--- src/rtl/prbs_chk_itu_o150.sv ---
// Self-synchronising PRBS9 checker (x^9 + x^5 + 1): locks onto the incoming word stream and counts bit errors.
// Optional build macro PRBS_CHK_INV_EN: check the inverted pattern instead of the true one.
module prbs_chk_itu_o150 #(
    parameter int DATW     = 64,
    parameter int STA0     = 9,
    parameter int LOCK_CNT = 4,
    parameter int LOSS_CNT = 4,
    parameter int ERRW     = 32
) (
    input  logic                      clk,
    input  logic                      rstn,
    input  logic                      iclr,
    input  logic                      ivld,
    input  logic [DATW-1:0]           idat,
    output logic                      olock,
    output logic                      oerr_vld,
    output logic [$clog2(DATW+1)-1:0] oerr_bits,
    output logic [ERRW-1:0]           oerr_cnt
);

    localparam int NBW = $clog2(DATW + 1);
    localparam int TAP = 5;
    localparam int SW  = ((ERRW > NBW) ? ERRW : NBW) + 1;
    localparam logic [3:0]    LOCK_C  = 4'(LOCK_CNT);
    localparam logic [3:0]    LOSS_C  = 4'(LOSS_CNT);
    localparam logic [SW-1:0] CNT_MAX = (SW'(1) << ERRW) - SW'(1);

    typedef enum logic {
        SEARCH = 1'b0,
        LOCKED = 1'b1
    } state_t;

    state_t              state_q, state_d;
    logic [STA0-1:0]     ref_q, ref_d;
    logic [3:0]          match_q, match_d;
    logic [3:0]          miss_q, miss_d;
    logic                oerr_vld_q, oerr_vld_d;
    logic [NBW-1:0]      oerr_bits_q, oerr_bits_d;
    logic [ERRW-1:0]     oerr_cnt_q, oerr_cnt_d;

    logic [DATW-1:0]      data_c;
    logic [DATW+STA0-1:0] ext;
    logic [DATW-1:0]      exp_w;
    logic [NBW-1:0]       nerr;
    logic                 clean;
    logic [SW-1:0]        sum;
    logic [3:0]           match_inc;
    logic [3:0]           miss_inc;

`ifdef PRBS_CHK_INV_EN
    assign data_c = ~idat;
`else
    assign data_c = idat;
`endif

    function automatic logic [NBW-1:0] popcnt(input logic [DATW-1:0] v);
        logic [NBW-1:0] n;
        n = '0;
        for (int i = 0; i < DATW; i++) begin
            n = n + NBW'(v[i]);
        end
        return n;
    endfunction

    // Serial expansion of the reference: ext[STA0+i] is stream bit n+i, oldest state bit at ext[0].
    always_comb begin
        ext             = '0;
        ext[STA0-1:0]   = ref_q;
        for (int i = 0; i < DATW; i++) begin
            ext[STA0+i] = ext[i] ^ ext[i+STA0-TAP];
        end
    end

    assign exp_w     = ext[DATW+STA0-1:STA0];
    assign nerr      = popcnt(exp_w ^ data_c);
    assign clean     = (exp_w == data_c) && (data_c != '0);
    assign sum       = SW'(oerr_cnt_q) + SW'(nerr);
    assign match_inc = match_q + 4'd1;
    assign miss_inc  = miss_q + 4'd1;

    always_comb begin
        // NOTE: every signal driven here gets a default first, so no latch can be inferred.
        state_d     = state_q;
        ref_d       = ref_q;
        match_d     = match_q;
        miss_d      = miss_q;
        oerr_vld_d  = 1'b0;
        oerr_bits_d = oerr_bits_q;
        oerr_cnt_d  = oerr_cnt_q;

        if (ivld) begin
            if (state_q == SEARCH) begin
                ref_d = data_c[DATW-1:DATW-STA0];
                if (clean) begin
                    match_d = match_inc;
                    if (match_inc == LOCK_C) begin
                        state_d = LOCKED;
                        miss_d  = '0;
                    end
                end else begin
                    match_d = '0;
                end
            end else begin
                // Reference free-runs so received errors never leak into the prediction.
                ref_d       = exp_w[DATW-1:DATW-STA0];
                oerr_vld_d  = 1'b1;
                oerr_bits_d = nerr;
                oerr_cnt_d  = (sum > CNT_MAX) ? CNT_MAX[ERRW-1:0] : sum[ERRW-1:0];
                if (nerr != '0) begin
                    miss_d = miss_inc;
                    if (miss_inc == LOSS_C) begin
                        state_d = SEARCH;
                        match_d = '0;
                        miss_d  = '0;
                    end
                end else begin
                    miss_d = '0;
                end
            end
        end

        if (iclr) begin
            oerr_cnt_d = '0;
        end
    end

    // NOTE: state registers use non-blocking assignments; the comb block above uses blocking ones.
    always_ff @(posedge clk or negedge rstn) begin
        if (!rstn) begin
            state_q     <= SEARCH;
            ref_q       <= '0;
            match_q     <= '0;
            miss_q      <= '0;
            oerr_vld_q  <= 1'b0;
            oerr_bits_q <= '0;
            oerr_cnt_q  <= '0;
        end else begin
            state_q     <= state_d;
            ref_q       <= ref_d;
            match_q     <= match_d;
            miss_q      <= miss_d;
            oerr_vld_q  <= oerr_vld_d;
            oerr_bits_q <= oerr_bits_d;
            oerr_cnt_q  <= oerr_cnt_d;
        end
    end

    assign olock     = (state_q == LOCKED);
    assign oerr_vld  = oerr_vld_q;
    assign oerr_bits = oerr_bits_q;
    assign oerr_cnt  = oerr_cnt_q;

endmodule

--- config.mk ---
export PLATFORM = sky130hd
export DESIGN_NAME = prbs_chk_itu_o150
export DESIGN_NICKNAME = d
export VERILOG_FILES = /design/src/rtl/prbs_chk_itu_o150.sv
export SDC_FILE = /design/constraint.sdc
export NUM_CORES = 1
export LEC_CHECK = 0
export BUFFER_PORTS_ARGS = -buffer_cell sky130_fd_sc_hd__buf_2
export CORE_MARGIN = 2
export CORE_UTILIZATION = 64
export DETAILED_ROUTE_END_ITERATION = 12
export HOLD_SLACK_MARGIN = 0.12
export PLACE_DENSITY_LB_ADDON = 0.1
export SYNTH_ARGS = -nofsm -noshare
export SYNTH_HDL_FRONTEND = slang
export SYNTH_SLANG_ARGS = --single-unit
--- constraint.sdc ---
create_clock -name clk -period 17.3 [get_ports clk]
set_input_delay 3.46 -clock clk [delete_from_list [all_inputs] [get_ports clk]]
set_output_delay 3.46 -clock clk [all_outputs]
set_load 0.05 [all_outputs]
After elaboration in Yosys (flattened, before gate mapping)
Cells that the tools add are included.
{"block": "word_totals", "input_bits": 68, "ff_bits": 58, "output_inout_bits": 41}
{"block": "op_classes", "order_cmp": 1, "eq_ne": 5, "bitwise_logic": 65, "mux": 21, "reduce_logical": 11, "addsub": 66}
{"cell": "$add 7x1->7", "count": 57}
{"cell": "$mux 32", "count": 4}
{"cell": "$eq 64x64->1", "count": 1}
{"cell": "$reduce_bool 64->1", "count": 1}
{"cell": "$xor 1x1->1", "count": 64}
{"cell": "$xor 64x64->64", "count": 1}
{"cell": "$mux 4", "count": 9}
{"cell": "$add 32x7->33", "count": 1}
{"cell": "$gt 33x32->1 const B", "count": 1}
{"cell": "$mux 9", "count": 1}
{"cell": "$add 4x1->4 const B", "count": 2}
{"cell": "$eq 4x3->1 const B", "count": 2}
{"cell": "$reduce_bool 2->1", "count": 4}
{"cell": "$add 6x1->7", "count": 1}
{"cell": "$mux 1", "count": 7}
{"cell": "$reduce_bool 7->1", "count": 1}
{"cell": "$add 5x1->6", "count": 1}
{"cell": "$reduce_and 3->1", "count": 2}
{"cell": "$add 4x1->5", "count": 1}
{"cell": "$add 3x1->4", "count": 1}
{"cell": "$ne 2x1->1 const B", "count": 2}
{"cell": "$reduce_and 2->1", "count": 2}
{"cell": "$add 2x1->3", "count": 1}
{"cell": "$add 1x1->2", "count": 1}
{"cell": "$logic_and 1x1->1", "count": 1}

Logic depth before layout (Yosys ltp)
Gate-level depths: netlist of run 1.
{"block": "depth", "depth_word": 83, "depth_mapped": 36, "ltp_nobuf": 32}

Least setup slack after synthesis of run 1
Ideal clock, no wire load.
{"block": "synth_path", "kind": "input to register", "start": "in idat[37]", "end": "reg oerr_cnt_q[7] (netlist: oerr_cnt[7])", "path_buffers": 2, "t_arrival_ps": 11296, "t_required_ps": 17206, "setup_slack_ps": 5910, "path_stages": 31, "setup_time_ps": 94, "cell_sequence": "xor3_1 -> and2_1 -> nor2_1 -> fa_1 -> fa_1 -> inv_1 -> fa_1 -> inv_1 -> fa_1 -> fa_1 -> fa_1 -> inv_1 -> fa_1 -> fa_1 -> inv_1 -> ha_1 -> fa_1 -> a21o_1 -> a21oi_1 -> xnor2_1 -> ha_1 -> nand2_1 -> a21oi_1 -> o21ai_0 -> a21o_1 -> or3_1 -> clkbuf_1 -> clkbuf_1 -> a21oi_1 -> nor2_1 -> a211oi_1"}
{"block": "synth_via", "elab_chain_len": 34}
{"item": "start: declaration", "line_no": "14", "source": "input logic [DATW-1:0] idat,"}
{"item": "$xor 64x64->64 (*)", "line_no": "75", "source": "assign nerr = popcnt(exp_w ^ data_c);"}
{"item": "$add 7x1->7 (*) (27 in series)", "line_no": "60", "source": "n = n + NBW'(v[i]);"}
{"item": "via nerr[4]", "line_no": "44", "source": "logic [NBW-1:0] nerr;"}
{"item": "$add 32x7->33 (*)", "line_no": "77", "source": "assign sum = SW'(oerr_cnt_q) + SW'(nerr);"}
{"item": "$gt 33x32->1", "line_no": "108", "source": "oerr_cnt_d = (sum > CNT_MAX) ? CNT_MAX[ERRW-1:0] : sum[ERRW-1:0];"}
{"item": "$mux 32 (*)", "line_no": "108"}
{"item": "$mux 32 (*)", "line_no": "92", "source": "if (state_q == SEARCH) begin"}
{"item": "$mux 32 (*)", "line_no": "91", "source": "if (ivld) begin"}
{"item": "$mux 32 (*)", "line_no": "122", "source": "if (iclr) begin"}
{"item": "end signal: assignment", "line_no": "144", "source": "oerr_cnt_q <= oerr_cnt_d;"}
{"item": "end: declaration", "line_no": "39", "source": "logic [ERRW-1:0] oerr_cnt_q, oerr_cnt_d;"}
Mark *: on every way through the listed nets, which the timed path passes. The rest lies on a longest branch. The select of a mux whose other input is x is not followed.
A chain may end at the register's enable or synchronous reset.

Final worst setup path of run 1
{"block": "layout_path", "start": "in idat[37]", "end": "reg oerr_cnt_q[17] (netlist: oerr_cnt[17])"}
Same word-level chain as after synthesis.

==> qor.yml, run 1 <==
numCtsBuffers: 9
required_ns: 17.50
hold_violations: 0
synthFlopType: "dfrtp_1"
crit_path_end_kind: "flip-flop"
critical-path-top-cell-by-count: "fa_1"
clock_sinks: 58
maxClockFrequency_mhz: 81.1
critPathArrivalTime_ns: 12.52
finalCriticalPeriod_ns: 12.32
setup_viol: 0
clk_path_buf_depth: 2
wl_um: 20900
via_count: 6134
vias_per_cell: 6.19
cts_root_buffer: "clkbuf_8"
gr-total-overflow: 0
port_buffers: 108
yosysTopAreaCell: "dfrtp_1"
syn_inst: 751
gp_congestion: 1.06
num_rows: 38
coreArea_mm2: 0.0109
worst_pin_slew_ns: 1.34
worst-setup-path-type: "in2reg"
drv_slew: 0
die-area_mm2: 0.0120
initial_core_util: 0.656
dieWidth_um: 110
worstPathMaxFanout: 25
drtPass1Iterations: 5
synth_top_area_share: 0.203
grt_pass1_wl_um: 32300
ys_top_cells_by_area: "dfrtp_1 20%, fa_1 15%, xnor2_1 14%"
max_stage_delay_ns: 0.69
worstSetupStartpointType: "input pin"
grt_usage: 0.364
final_nets: 997
grt_max_degree: 59
cts-htree-levels: 3
async_flop_share: 1.00
setup_tns_ns: 0
area_growth_syn_to_layout_pct: 11.4
min-delay-start: "oerr_bits[2]"
drt_iter0_markers: 621
synth.most_common_cell: "xnor2_1"
yosysWarnings: 0
wl_per_cell_um: 21.1
io_pins: 109
critPathLaunch: "idat[37]"
rr_startpoint: "ref_q[0]"
outcome: "complete, no violations"
synth.avg_cell_area_um2: 9.51
fin_crit_sh: 0.712
rsz0062_at_grt: "no"
crit_slowest_cell: "or3_1"
ys_seq_area_frac: 0.203
syn_area_mm2: 0.00715
n_antenna_cell: 0
max_slew_margin: 0.101
path_clk_slew_ns: 0.08
antenna_found_initial: 0
ys_seq_elements: 58
die_height_um: 110
drive_gt1_frac: 0.181
ant_nets: 0
route.detailed.drc: 0
grt_pass1_vias: 6040
min_path_type: "reg2reg"
cts_hold_buf: 0
ys_types: 63
clock_skew_ns: 0.0155
synth_commonest_cells: "111 x xnor2_1, 59 x inv_1, 58 x dfrtp_1"
dp_hpwl_um: 16900
cts_setup_buffers: 0
cts_resized: 0
maxCapViolations: 0
clock_latency_ns: 0.36
synth_nets: 902
synth_edf_count: 0
cts_tree: "yes"
[through the flow]
step                      utilization  cells  area, um^2  hold WS (ns)  setup slack (ns)
after floorplan                     -    751        7150         0.473              5.91
after global placement          0.711    975        7740         0.454              5.13
after detailed placement        0.711    975        7740         0.466              4.78
after CTS                       0.731    991        7960         0.489              5.09
after global routing            0.731    991        7960         0.509              4.54
final                           0.731    991        7960         0.484              4.98
[cell families after synthesis]
family / share of synthesized area
mux: 0.0173
buf+inv: 0.0546
xor+xnor: 0.255
flops: 0.203
fa+ha+maj: 0.203
simple gates: 0.151
compound gates: 0.116
[sequential cells by signal, indices dropped and copies added (netlist names)]
| signal | flops |
|---|---|
| oerr_bits | 7 |
| oerr_vld | 1 |
| ref_q | 9 |
| match_q | 4 |
| miss_q | 4 |
| olock | 1 |
| oerr_cnt | 32 |
[routing by layer]
| layer | GRT usage | vias up | routed length (um) |
|---|---|---|---|
| li1 | - | 2767 | - |
| met1 | 0.496 | 3021 | 8680 |
| met2 | 0.569 | 298 | 9620 |
| met3 | 0.101 | 48 | 2030 |
| met4 | 0.108 | 0 | 551 |
| met5 | 0 | - | 0 |
[worst max-delay path: cells and delay by family]
family                   cells  cell delay [ns]
adder cells (fa/ha/maj)     10             4.75
AO/OA/AOI/OAI                8             1.76
AND/OR/NAND/NOR              5             1.52
XOR/XNOR                     2             0.68
buffers and inverters        5             0.35
[area by class of cell]
type | instances | area, um^2
Tap cell | 140 | 175
Clock inverter | 6 | 91.3
Fill cell | 819 | 2930
Timing Repair Buffer | 113 | 578
Multi-Input combinational cell | 602 | 5300
Inverter | 62 | 233
Clock buffer | 10 | 128
Sequential cell | 58 | 1450
[layout by cell type (no fill, tap or decap), types with 5 or more instances in the layout]
cell type and count:
o21ai_0 22, clkbuf_8 9, nor4_1 22, a31oi_1 13
xnor2_1 111, dfrtp_1 58, nand4_1 7, xor2_1 43
fa_1 55, mux2i_1 9, a21oi_1 25, or3_1 7
o22ai_1 6, and3_1 13, buf_4 5, nand2_1 54
o211ai_1 6, ha_1 28, nand3_1 15, nor3_1 13
a311oi_1 12, and2_1 5, inv_1 59, nor2_1 44
a211oi_1 10, a21o_1 7, nor2b_1 6, buf_2 108
[final timing paths]
| check | to | slack [ns] | cells past startpoint |
|---|---|---|---|
| worst min register to register | oerr_bits[2] | 0.48 | 2 |
| max in group asynchronous | miss_q[0] | 13.57 | 2 |
| worst max register to register | oerr_cnt[17] | 6.09 | 30 |
| worst min-delay path | oerr_bits[2] | 0.48 | 2 |
| worst max-delay path | oerr_cnt[17] | 4.98 | 30 |
| min in group asynchronous | oerr_cnt[12] | 3.25 | 2 |
Power of run 1 is not shown: default switching activity piles up to over one toggle a cycle in this logic, so the estimate is an artifact.
==> inputs of run 2 (changes only) <==
--- a/config.mk
+++ b/config.mk
@@ -7,7 +7,7 @@
 export LEC_CHECK = 0
 export BUFFER_PORTS_ARGS = -buffer_cell sky130_fd_sc_hd__buf_2
 export CORE_MARGIN = 2
-export CORE_UTILIZATION = 64
+export CORE_UTILIZATION = 59
 export DETAILED_ROUTE_END_ITERATION = 12
 export HOLD_SLACK_MARGIN = 0.12
 export PLACE_DENSITY_LB_ADDON = 0.1
==> constraint.sdc (replaced) <==
create_clock -name clk -period 12.9 [get_ports clk]
set_input_delay 2.58 -clock clk [delete_from_list [all_inputs] [get_ports clk]]
set_output_delay 2.58 -clock clk [all_outputs]
set_load 0.05 [all_outputs]
==> run 2 against run 1 <==
  * Die area increased by 8.2%
  * Critical path depth unchanged
  * Clock skew decreased by 0.0032 ns
  * Hold slack got worse by 0.0032 ns
  * Worst setup slack got worse by 3.6 ns
  * Via count decreased by 1.3%
  * First-iteration DRC count decreased by 9.7%
  * Design area increased by 1.8%
  * Sequential share of layout area decreased by 0.33 points
  * Global-route usage decreased by 2.5 points
==> qor.yml, run 2 (same netlist as run 1, synthesis figures left out) <==
wl_um: 21500  # was 20900 um
cts_root_buffer: "clkbuf_16"  # was clkbuf_8
layout_common_cells: "111 x xnor2_1, 108 x buf_2, 59 x inv_1"  # unchanged
outcome: "complete, no violations"  # unchanged
wl_per_cell_um: 21.4  # was 21.1 um
max_slew_margin: 0.184  # was 0.101
dpl.cell_count: 985  # was 975
layout.cells.non_filler: 1002  # was 991
drive_gt1_frac: 0.184  # was 0.181
worst_pin_slew_ns: 1.21  # was 1.34 ns
largest_reg_flops: 32  # unchanged
place_area_mm2: 0.00777  # was 0.00774 mm^2
final_area_mm2: 0.00811  # was 0.00796 mm^2
hold_violations: 0  # unchanged
critical-path-top-cell-by-count: "fa_1"  # unchanged
vias_per_cell: 6.04  # was 6.19
setup_viol: 0  # unchanged
cts_hold_buf: 0  # unchanged
via_count: 6055  # was 6134
area_growth_syn_to_layout_pct: 13.4  # was 11.4%
grt_pass1_vias: 5943  # was 6040
setup_tns_ns: 0  # unchanged
port_buffers: 108  # unchanged
dp_hpwl_um: 17300  # was 16900 um
cts_resized: 0  # unchanged
grt_pass1_wl_um: 33100  # was 32300 um
numCtsBuffers: 9  # unchanged
num_rows: 40  # was 38
drt_iter0_markers: 561  # was 621
fin_crit_sh: 0.892
gr-total-overflow: 0  # unchanged
grt_max_degree: 59  # unchanged
initial_core_util: 0.600  # was 0.656
drtPass1Iterations: 8  # was 5
dieWidth_um: 114  # was 110 um
cts_tree: "yes"  # unchanged
worstSetupStartpointType: "input pin"  # unchanged
antenna_found_initial: 1  # was 0
grt_usage: 0.340  # was 0.364
gp_congestion: 1.03  # was 1.06
route.detailed.drc: 0  # unchanged
clk_path_buf_depth: 2  # unchanged
cts-htree-levels: 3  # unchanged
crit_slowest_cell: "or3_1"  # unchanged
finalCriticalPeriod_ns: 11.51
min_path_type: "reg2reg"  # unchanged
cts_setup_buffers: 0  # unchanged
fill_cells: 987  # was 819
critPathArrivalTime_ns: 11.70  # was 12.52 ns
drv_slew: 0  # unchanged
path_clk_slew_ns: 0.06  # was 0.08 ns
clock_sinks: 58  # unchanged
final_nets: 1000  # was 997
max_stage_delay_ns: 0.71  # was 0.69 ns
clock_skew_ns: 0.0124  # was 0.0155 ns
worst-setup-path-type: "in2reg"  # unchanged
final_common_cell: "xnor2_1"  # unchanged
whs_ns: 0.481  # was 0.484 ns
ant_nets: 0  # unchanged
io_pins: 109  # unchanged
maxCapViolations: 0  # unchanged
clock_latency_ns: 0.34  # was 0.36 ns
worstPathMaxFanout: 25  # unchanged
die_height_um: 114  # was 110 um
required_ns: 13.09  # was 17.50 ns
crit_path_end_kind: "flip-flop"  # unchanged
die-area_mm2: 0.0130  # was 0.0120 mm^2
coreArea_mm2: 0.0119  # was 0.0109 mm^2
rsz0062_at_grt: "no"  # unchanged
maxClockFrequency_mhz: 86.9
-- run 2: cell types whose count changed in the layout (fill, tap and decap cells not counted) --
cell	before	now
clkinv_2	0	1
clkbuf_8	9	2
clkbuf_16	0	9
clkinvlp_4	3	0
buf_4	5	8
diode_2	0	1
-- run 2: worst paths after layout --
check	from	end	slack [ns]	depth (start not counted)
worst min-delay path	oerr_bits[3]	oerr_bits[3]	0.48	2
worst max-delay path	idat[37]	oerr_cnt[17]	1.39	30
worst min register to register	oerr_bits[3]	oerr_bits[3]	0.48	2
min in group asynchronous	rstn	oerr_cnt[23]	2.40	2
max in group asynchronous	rstn	oerr_cnt[19]	10.01	2
worst max register to register	ref_q[0]	oerr_cnt[17]	1.80	30
-- run 2: worst max-delay path, delay by kind of cell --
family / cells / cell delay [ns]
buffers and inverters: 5 / 0.33
XOR/XNOR: 2 / 0.68
AND/OR/NAND/NOR: 5 / 1.49
adder cells (fa/ha/maj): 10 / 4.70
AO/OA/AOI/OAI: 8 / 1.91
-- run 2: layout make-up --
| cell class | instances | area, um^2 | area share |
|---|---|---|---|
| Timing Repair Buffer | 116 | 601 | 0.0741 |
| Clock buffer | 12 | 256 | 0.0316 |
| Inverter | 62 | 233 | 0.0287 |
| Clock inverter | 4 | 73.8 | 0.00911 |
| Tap cell | 147 | 184 | 0.0227 |
| Multi-Input combinational cell | 602 | 5300 | 0.654 |
| Antenna cell | 1 | 2.50 | 0.000309 |
| Sequential cell | 58 | 1450 | 0.179 |
-- run 2: routing by layer --
layer,wire [um],track usage,part of all wire
met5,0,0,0
met4,403,0.0919,0.019
met3,1730,0.0672,0.081
met2,10000,0.521,0.47
met1,9320,0.494,0.43
-- run 2: through the flow --
stage               utilization  setup WS, ns
floorplan                     -          2.39
global placement          0.653          1.57
detailed placement        0.653          1.22
CTS                       0.680          1.52
global route              0.680         0.923
finish                    0.680          1.39
Power of run 2 is left out for the same reason.
